[src/rtl/dcp_pkg.sv]
// Shared memory-request types for the DCP request path and the descriptor splitter.
package dcp_pkg;
  typedef logic [39:0] paddr_t;
  typedef logic [7:0]  mshrid_t;
  typedef logic [2:0]  size_t;
  typedef logic [15:0] homeid_t;
  typedef logic [7:0]  write_mask_t;
  typedef logic [63:0] data_t;

  typedef enum logic [1:0] {
    REQ_READ   = 2'd0,
    REQ_WRITE  = 2'd1,
    REQ_ATOMIC = 2'd2
  } req_type_t;

  typedef enum logic [1:0] {
    ST_IDLE,
    ST_ISSUE,
    ST_DRAIN
  } splitter_state_t;

  // A 16-byte request is only legal on a 16-byte boundary with two words left.
  function automatic size_t chunk_size(input logic [3:0] addr_lo, input logic two_left);
    return (two_left && addr_lo == 4'h0) ? size_t'(2) : size_t'(1);
  endfunction
endpackage

[src/rtl/mem_req_splitter_mshr_pool.sv]
// Request-ID pool: one free bit per ID, lowest-free priority pick, alloc/free updates.
module mshr_pool
  import dcp_pkg::*;
#(
  parameter int unsigned NUM_MSHR = 8
) (
  input  logic    clk,
  input  logic    rst_n,
  input  logic    alloc_en,
  input  mshrid_t alloc_id,
  input  logic    free_en,
  input  mshrid_t free_id,
  output logic    any_free,
  output logic    all_free,
  output mshrid_t lowest_free
);
  logic [NUM_MSHR-1:0] free_vec;

  // Out-of-range or already-free IDs never match a busy slot, so they fall through untouched.
  always_ff @(posedge clk or negedge rst_n) begin
    if (!rst_n) begin
      free_vec <= '1;
    end else begin
      for (int unsigned i = 0; i < NUM_MSHR; i++) begin
        if (alloc_en && alloc_id == mshrid_t'(i)) begin
          free_vec[i] <= 1'b0;
        end else if (free_en && free_id == mshrid_t'(i)) begin
          free_vec[i] <= 1'b1;
        end
      end
    end
  end

  always_comb begin
    lowest_free = '0;
    for (int unsigned i = NUM_MSHR; i > 0; i--) begin
      if (free_vec[i-1]) lowest_free = mshrid_t'(i - 1);
    end
  end

  assign any_free = |free_vec;
  assign all_free = &free_vec;
endmodule

[src/rtl/mem_req_splitter.sv]
// Splits a word-count DMA descriptor into 8/16-byte read requests, one request ID each,
// and signals completion once every ID handed out has been returned.
module mem_req_splitter
  import dcp_pkg::*;
#(
  parameter int unsigned NUM_MSHR = 8,
  parameter int unsigned LEN_W    = 16
) (
  input  logic             clk,
  input  logic             rst_n,
  input  logic             desc_valid,
  output logic             desc_ready,
  input  paddr_t           desc_addr,
  input  logic [LEN_W-1:0] desc_words,
  input  homeid_t          desc_homeid,
  output logic             req_valid,
  input  logic             req_ready,
  output req_type_t        req_type,
  output mshrid_t          req_mshrid,
  output paddr_t           req_address,
  output size_t            req_size,
  output homeid_t          req_homeid,
  output write_mask_t      req_write_mask,
  output data_t            req_data_0,
  output data_t            req_data_1,
  input  logic             rsp_valid,
  input  mshrid_t          rsp_mshrid,
  output logic             done,
  output logic             busy
);
  splitter_state_t  state_q;
  paddr_t           addr_q;
  logic [LEN_W-1:0] rem_q;
  paddr_t           desc_base;
  logic             hs;
  logic             any_free;
  logic             all_free;
  mshrid_t          lowest_free;

  assign hs             = req_valid && req_ready;
  assign desc_base      = desc_addr & ~paddr_t'(7);
  assign desc_ready     = (state_q == ST_IDLE);
  assign req_type       = REQ_READ;
  assign req_write_mask = '0;
  assign req_data_0     = '0;
  assign req_data_1     = '0;

  mshr_pool #(
    .NUM_MSHR(NUM_MSHR)
  ) u_pool (
    .clk        (clk),
    .rst_n      (rst_n),
    .alloc_en   (hs),
    .alloc_id   (req_mshrid),
    .free_en    (rsp_valid),
    .free_id    (rsp_mshrid),
    .any_free   (any_free),
    .all_free   (all_free),
    .lowest_free(lowest_free)
  );

  // addr_q/rem_q track the next chunk to issue; the first chunk is launched straight
  // from the descriptor inputs so req_valid appears the cycle after accept.
  always_ff @(posedge clk or negedge rst_n) begin
    if (!rst_n) begin
      state_q     <= ST_IDLE;
      addr_q      <= '0;
      rem_q       <= '0;
      req_valid   <= 1'b0;
      req_mshrid  <= '0;
      req_address <= '0;
      req_size    <= '0;
      req_homeid  <= '0;
      done        <= 1'b0;
      busy        <= 1'b0;
    end else begin
      done <= 1'b0;
      case (state_q)
        ST_IDLE: begin
          if (desc_valid) begin
            if (desc_words == '0) begin
              done <= 1'b1;
            end else begin
              state_q    <= ST_ISSUE;
              busy       <= 1'b1;
              addr_q     <= desc_base;
              rem_q      <= desc_words;
              req_homeid <= desc_homeid;
              if (any_free) begin
                req_valid   <= 1'b1;
                req_mshrid  <= lowest_free;
                req_address <= desc_base;
                req_size    <= chunk_size(desc_base[3:0], desc_words >= LEN_W'(2));
              end
            end
          end
        end
        ST_ISSUE: begin
          if (req_valid) begin
            if (req_ready) begin
              req_valid <= 1'b0;
              addr_q    <= addr_q + (paddr_t'(req_size) << 3);
              rem_q     <= rem_q - LEN_W'(req_size);
              if (rem_q == LEN_W'(req_size)) state_q <= ST_DRAIN;
            end
          end else if (rem_q != '0 && any_free) begin
            req_valid   <= 1'b1;
            req_mshrid  <= lowest_free;
            req_address <= addr_q;
            req_size    <= chunk_size(addr_q[3:0], rem_q >= LEN_W'(2));
          end
        end
        ST_DRAIN: begin
          if (all_free) begin
            done    <= 1'b1;
            busy    <= 1'b0;
            state_q <= ST_IDLE;
          end
        end
        default: state_q <= ST_IDLE;
      endcase
    end
  end
endmodule

[config.mk]
export PLATFORM = sky130hd
export DESIGN_NAME = mem_req_splitter
export DESIGN_NICKNAME = d
export VERILOG_FILES = /design/src/rtl/dcp_pkg.sv /design/src/rtl/mem_req_splitter_mshr_pool.sv /design/src/rtl/mem_req_splitter.sv
export SDC_FILE = /design/constraint.sdc
export NUM_CORES = 1
export LEC_CHECK = 0
export BUFFER_PORTS_ARGS = -buffer_cell sky130_fd_sc_hd__buf_4
export CAP_MARGIN = 25
export CORE_MARGIN = 8
export CORE_UTILIZATION = 55
export CTS_CLUSTER_SIZE = 12
export DETAILED_ROUTE_END_ITERATION = 6
export PLACE_DENSITY = 0.87
export SLEW_MARGIN = 20
export SYNTH_ARGS = -nofsm -noshare
export SYNTH_HDL_FRONTEND = slang
export SYNTH_HIERARCHICAL = 1
export SYNTH_SLANG_ARGS = --single-unit
[constraint.sdc]
create_clock -name clk -period 5.7 [get_ports clk]
set_clock_uncertainty 0.2 [all_clocks]
set_input_delay 0.855 -clock clk [delete_from_list [all_inputs] [get_ports clk]]
set_output_delay 0.855 -clock clk [all_outputs]
set_load 0.01 [all_outputs]
Word level (Yosys, flattened, before mapping). Cells that the tools add are included.

Register bits after elaboration: 136. Input bits: 85. Logic and storage cells: 170.

$add $sub $neg: 2. Magnitude comparators: 2. Equality and inequality tests: 26. Multiplexer cells: 76. Bitwise operators: 1. Reductions and logical operators: 45.

Operator list (count): two-way mux 40 bit (9); one-hot mux 40 bit (2 select lines) (2); == test 8 x 3 -> 1 bit (second input constant) (8); two-way mux 16 bit (4); adder 40 x 6 -> 40 bit (1); two-way mux 8 bit (5); two-way mux 3 bit (13); == test 8 x 2 -> 1 bit (second input constant) (4); greater-or-equal comparator 16 x 2 -> 1 bit (second input constant) (2); one-hot mux 16 bit (2 select lines) (1); two-way mux 1 bit (28); logical AND 1 bit (20); nonzero test 2 bit (10); == test 16 x 3 -> 1 bit (1); == test 8 x 1 -> 1 bit (second input constant) (2); logical NOT 16 bit (1); logical NOT 8 bit (2); two-way mux 2 bit (8); != test 2 bit (second input constant) (8); one-hot mux 8 bit (2 select lines) (1); nonzero test 16 bit (1); subtractor 16 x 3 -> 16 bit (1); AND reduction 6 bit (2); logical NOT 4 bit (2); 13 further kinds (16).

Logic depth before layout (Yosys ltp).
Word-level depth: 12. Gate-level depth with buffers: 8.

Hierarchy. Netlist, hierarchy kept.

By module, submodules not included: mem_req_splitter (instances 1, cells each 882, area each 7810.0 sq um); mshr_pool (instances 1, cells each 64, area each 569.3 sq um).

Worst setup path before layout. No wires, ideal clock.

Path type: in2reg. Start: input port desc_words[4]. End: register req_address[10]. Library setup time: 0.125 ns. Arrival time: 2.561 ns. Setup slack: 2.814 ns. Stages: 7. Path buffers: 2. Path through: or4_4 > nor4b_4 > a21oi_2 > o2bb2ai_2 > buf_6 > buf_6 > mux2_4.

Cells in the longest elaborated chain, start to end: 3.

Ends and longest elaborated chain: start, declared (line mem_req_splitter.sv:14) `input logic [LEN_W-1:0] desc_words,`; logical NOT 16 bit (line mem_req_splitter.sv:81) `if (desc_words == '0) begin`; != test 2 bit (no source line); AND reduction 6 bit (no source line); end signal, assigned (line mem_req_splitter.sv:92) `req_address <= desc_base;`; end signal, assigned (line mem_req_splitter.sv:109) `req_address <= addr_q;`; end, declared (line mem_req_splitter.sv:20) `output paddr_t req_address,`.

No other way between the ends. A chain may end at the register's enable or synchronous reset.

Worst setup path in the final report.
Start: register req_size[0]. End: register addr_q[35].

Cells in the longest elaborated chain, start to end: 4.

Ends and longest elaborated chain: start, declared (line mem_req_splitter.sv:21) `output size_t req_size,`; start signal, assigned (line mem_req_splitter.sv:93) `req_size <= chunk_size(desc_base[3:0], desc_words >= LEN_W'(2));`; start signal, assigned (line mem_req_splitter.sv:110) `req_size <= chunk_size(addr_q[3:0], rem_q >= LEN_W'(2));`; adder 40 x 6 -> 40 bit (line mem_req_splitter.sv:102) `addr_q <= addr_q + (paddr_t'(req_size) << 3);`; two-way mux 40 bit (line mem_req_splitter.sv:100) `if (req_ready) begin`; two-way mux 40 bit (line mem_req_splitter.sv:99) `if (req_valid) begin`; one-hot mux 40 bit (2 select lines) (line mem_req_splitter.sv:78) `case (state_q)`; end signal, assigned (line mem_req_splitter.sv:86) `addr_q <= desc_base;`; end signal, assigned (line mem_req_splitter.sv:102); end, declared (line mem_req_splitter.sv:32) `paddr_t addr_q;`.

No other way between the ends. The select of a mux whose other input is x is not followed.

==> results.py <==
metrics = {
    "clock_network": {
        "clock-sinks": 129,
        "post_cts_buffers": 0,
        "cts.reportedPaths.clkPinSlew_ns": 0.06,
        "root_buffer": "clkbuf_16",
        "cts_tree": "yes",
        "clock_latency_ns": 0.42,
        "clockBufferDepth": 2,
        "cts_max_level": 4,
        "cts-buffers-inserted": 17,
        "hold_buffers": 0,
        "post_cts_resized": 0,
    },
    "detailed_routing": {
        "vias": 7226,
        "viasPerCell": 5.690,
        "totalWireLength_um": 22660,
        "wl_per_cell_um": 17.84,
        "drt-initial-drc-count": 632,
        "postRouteAntennaNets": 0,
        "drc": 0,
        "drtPass1Iterations": 5,
    },
    "setup_path": {
        "start_kind": "flop",
        "cp.required_ns": 5.83,
        "crit_path_max_fanout": 8,
        "r2r_start": "req_size[0]$_DFFE_PN0P_",
        "r2r-end": "addr_q[35]$_DFFE_PN0P_",
        "ff2ff_path_depth": 7,
        "crit_path_end_kind": "flop",
        "critical_path_class": "reg -> reg",
        "cp.arrival_ns": 3.28,
        "rrSetupSlack_ns": 2.55,
    },
    "die": {
        "die_h_um": 139.4,
        "ios": 294,
        "die_x_um": 139.4,
        "initial_utilization": 0.5574,
        "std_cell_rows": 45,
        "dieArea_um2": 19440,
        "coreArea_um2": 15030,
    },
    "final_layout": {
        "fin_util": 0.6440,
        "areaGrowthSynthToFinish_pct": 15.54,
        "layout.nets": 1160,
        "mostFrequentLayoutCells": "nand2_1, buf_4, conb_1, dfrtp_1, a21oi_1",
        "fillCellCount": 1237,
        "drive_above_1_share": 0.2384,
        "final-seq-area_um2": 3238,
        "antenna_cells": 0,
        "final_common_cell": "nand2_1",
        "multi_input_area_um2": 4303,
    },
    "synthesis": {
        "synth.area.top_cells": "dfrtp_1, buf_4, nand2_1",
        "yosys.area.top_type": "dfrtp_1",
        "yosysWarnings": 6,
        "yosys_register_bits": 129,
        "syn-instance-count": 946,
        "synth-edff-count": 0,
        "syn-cell-area_um2": 8379,
        "ys_types": 63,
        "ys_async_sr_fraction": 1.000,
        "seq_area_frac_synth": 0.3864,
        "synthFlopType": "dfrtp_1",
        "synth.top_cell.area_share": 0.3614,
        "syn_area_per_cell_um2": 8.858,
    },
    "power_and_ir_drop": {
        "cellLeakagePower_nw": 4.738,
        "peakVddDrop_uv": 279.5,
        "power_per_cell_area_nw_per_um2": 328.1,
    },
    "sta": {
        "slew_viol_final": 0,
        "setup_ws_ns": 2.548,
        "worstMarginPinSlew_ns": 1.038,
        "final-setup-viol-count": 0,
        "finalCriticalPeriod_ns": 3.152,
        "rsz0062_at_grt": "no",
        "hold_viol": 0,
        "setup_tns_ns": 0,
        "relSlewSlack": 0.3066,
        "fin_crit_sh": 0.5529,
        "fmax_ghz": 0.3173,
    },
    "outcome": {
        "status": "finished clean",
    },
    "grt": {
        "grt-ovfl-total": 0,
        "grt_pass1_wl_um": 36710,
        "grt_usage": 0.2288,
        "antenna_found_initial": 0,
        "grt_pass1_vias": 7146,
        "grt_max_degree": 93,
    },
    "placement": {
        "pre_cts_ws_ns": 2.178,
        "place_congestion": 0.9215,
        "dp_hpwl_um": 15940,
        "io_buffers": 148,
    },
    "job": {
        "cap_violations": 0,
    },
    "hold_path": {
        "hold_class": "in -> async",
    },
}
## worst max-delay path by stage
stage                                   to  cells past startpoint  slack (ns)                     from
3_5_place_dp         rem_q[10]$_DFFE_PN0P_                      8        2.18            desc_words[4]
5_1_grt             addr_q[35]$_DFFE_PN0P_                      7        2.41  req_size[0]$_DFFE_PN0P_
6_report            addr_q[35]$_DFFE_PN0P_                      7        2.55  req_size[0]$_DFFE_PN0P_
3_3_place_gp    req_address[8]$_DFFE_PN0P_                      8        2.23            desc_words[4]
2_1_floorplan  req_address[10]$_DFFE_PN0P_                      7        2.81            desc_words[4]
4_1_cts        req_address[23]$_DFFE_PN0P_                      5        2.40   state_q[0]$_DFFE_PN0P_
## final cells by class
type                       count  share of cell area
clock inverter                11             0.01654
timing repair buffer         159              0.1254
sequential                   129              0.3345
tap                          188             0.02430
multi-input combinational    743              0.4444
clock buffer                  21             0.04756
inverter                      19            0.007366
## report_power, final
part	internal (mW)	leakage [nW]	switching [mW]
logic	0.375	2.78	0.476
clock network	0.750	0.303	0.402
registers	1.04	1.66	0.133
total	2.17	4.74	1.01
## per-stage QoR
step           hold slack [ns]  cell area (um2)  total power, mW  cells
2_1_floorplan           0.2773             8924            1.812   1091
3_3_place_gp            0.2606             9034            1.996   1237
3_5_place_dp            0.2638             9034            2.029   1237
4_1_cts                 0.1213             9654            3.182   1269
5_1_grt                 0.1389             9682            3.328   1270
6_report                0.1233             9682            3.177   1270
## synth_stat cells, drive strengths merged, types with 3 or more instances
master / n
ha: 4
a22oi: 16
o22ai: 18
and2: 5
nand2b: 5
mux2: 46
a41oi: 7
or4: 6
and3: 7
dfrtp: 121
dfstp: 8
o2bb2ai: 8
nor3: 19
a211oi: 3
nand2: 174
o21ai: 31
a21o: 3
o31a: 4
nor4: 14
o22a: 17
nand3: 15
inv: 19
nor2b: 3
clkbuf: 37
a31oi: 20
buf: 163
nand4: 17
or3: 4
nor3b: 3
a22o: 6
and4: 3
a21boi: 4
o221ai: 3
a2bb2oi: 15
nor2: 44
a21oi: 51
## routing by layer
layer	routed length (um)	GRT usage	part of all wire	vias up
met5	0	0	0	-
met4	384	0.07799	0.017	0
li1	-	-	-	3322
met1	9135	0.2798	0.40	3474
met2	10970	0.3736	0.48	385
met3	2174	0.07353	0.096	45
## critical path, cell delays in order, from the launching register on
cell	delay (ns)
dfrtp_1	0.41
ha_1	0.23
inv_1	0.07
fa_1	0.50
nor3_1	0.85
nand3_1	0.24
o41a_1	0.37
o221ai_1	0.19
## cells by family after synthesis
| group | synth area share |
|---|---|
| AOI/OAI and AO/OA | 0.1740 |
| adders and majority gates | 0.01075 |
| buffers and inverters | 0.1684 |
| DFF | 0.3864 |
| muxes | 0.07197 |
| other | 0.0008963 |
| and+or+nand+nor | 0.1875 |
## state kept, by name, indices dropped and copies added, names as in the netlist
name             flops
addr_q              37
req_address         37
rem_q               16
req_homeid          16
req_mshrid           8
u_pool/free_vec      8
req_size             2
state_q              2
busy                 1
done                 1
req_valid            1
No activity file was read; power rests on OpenSTA's default activity.
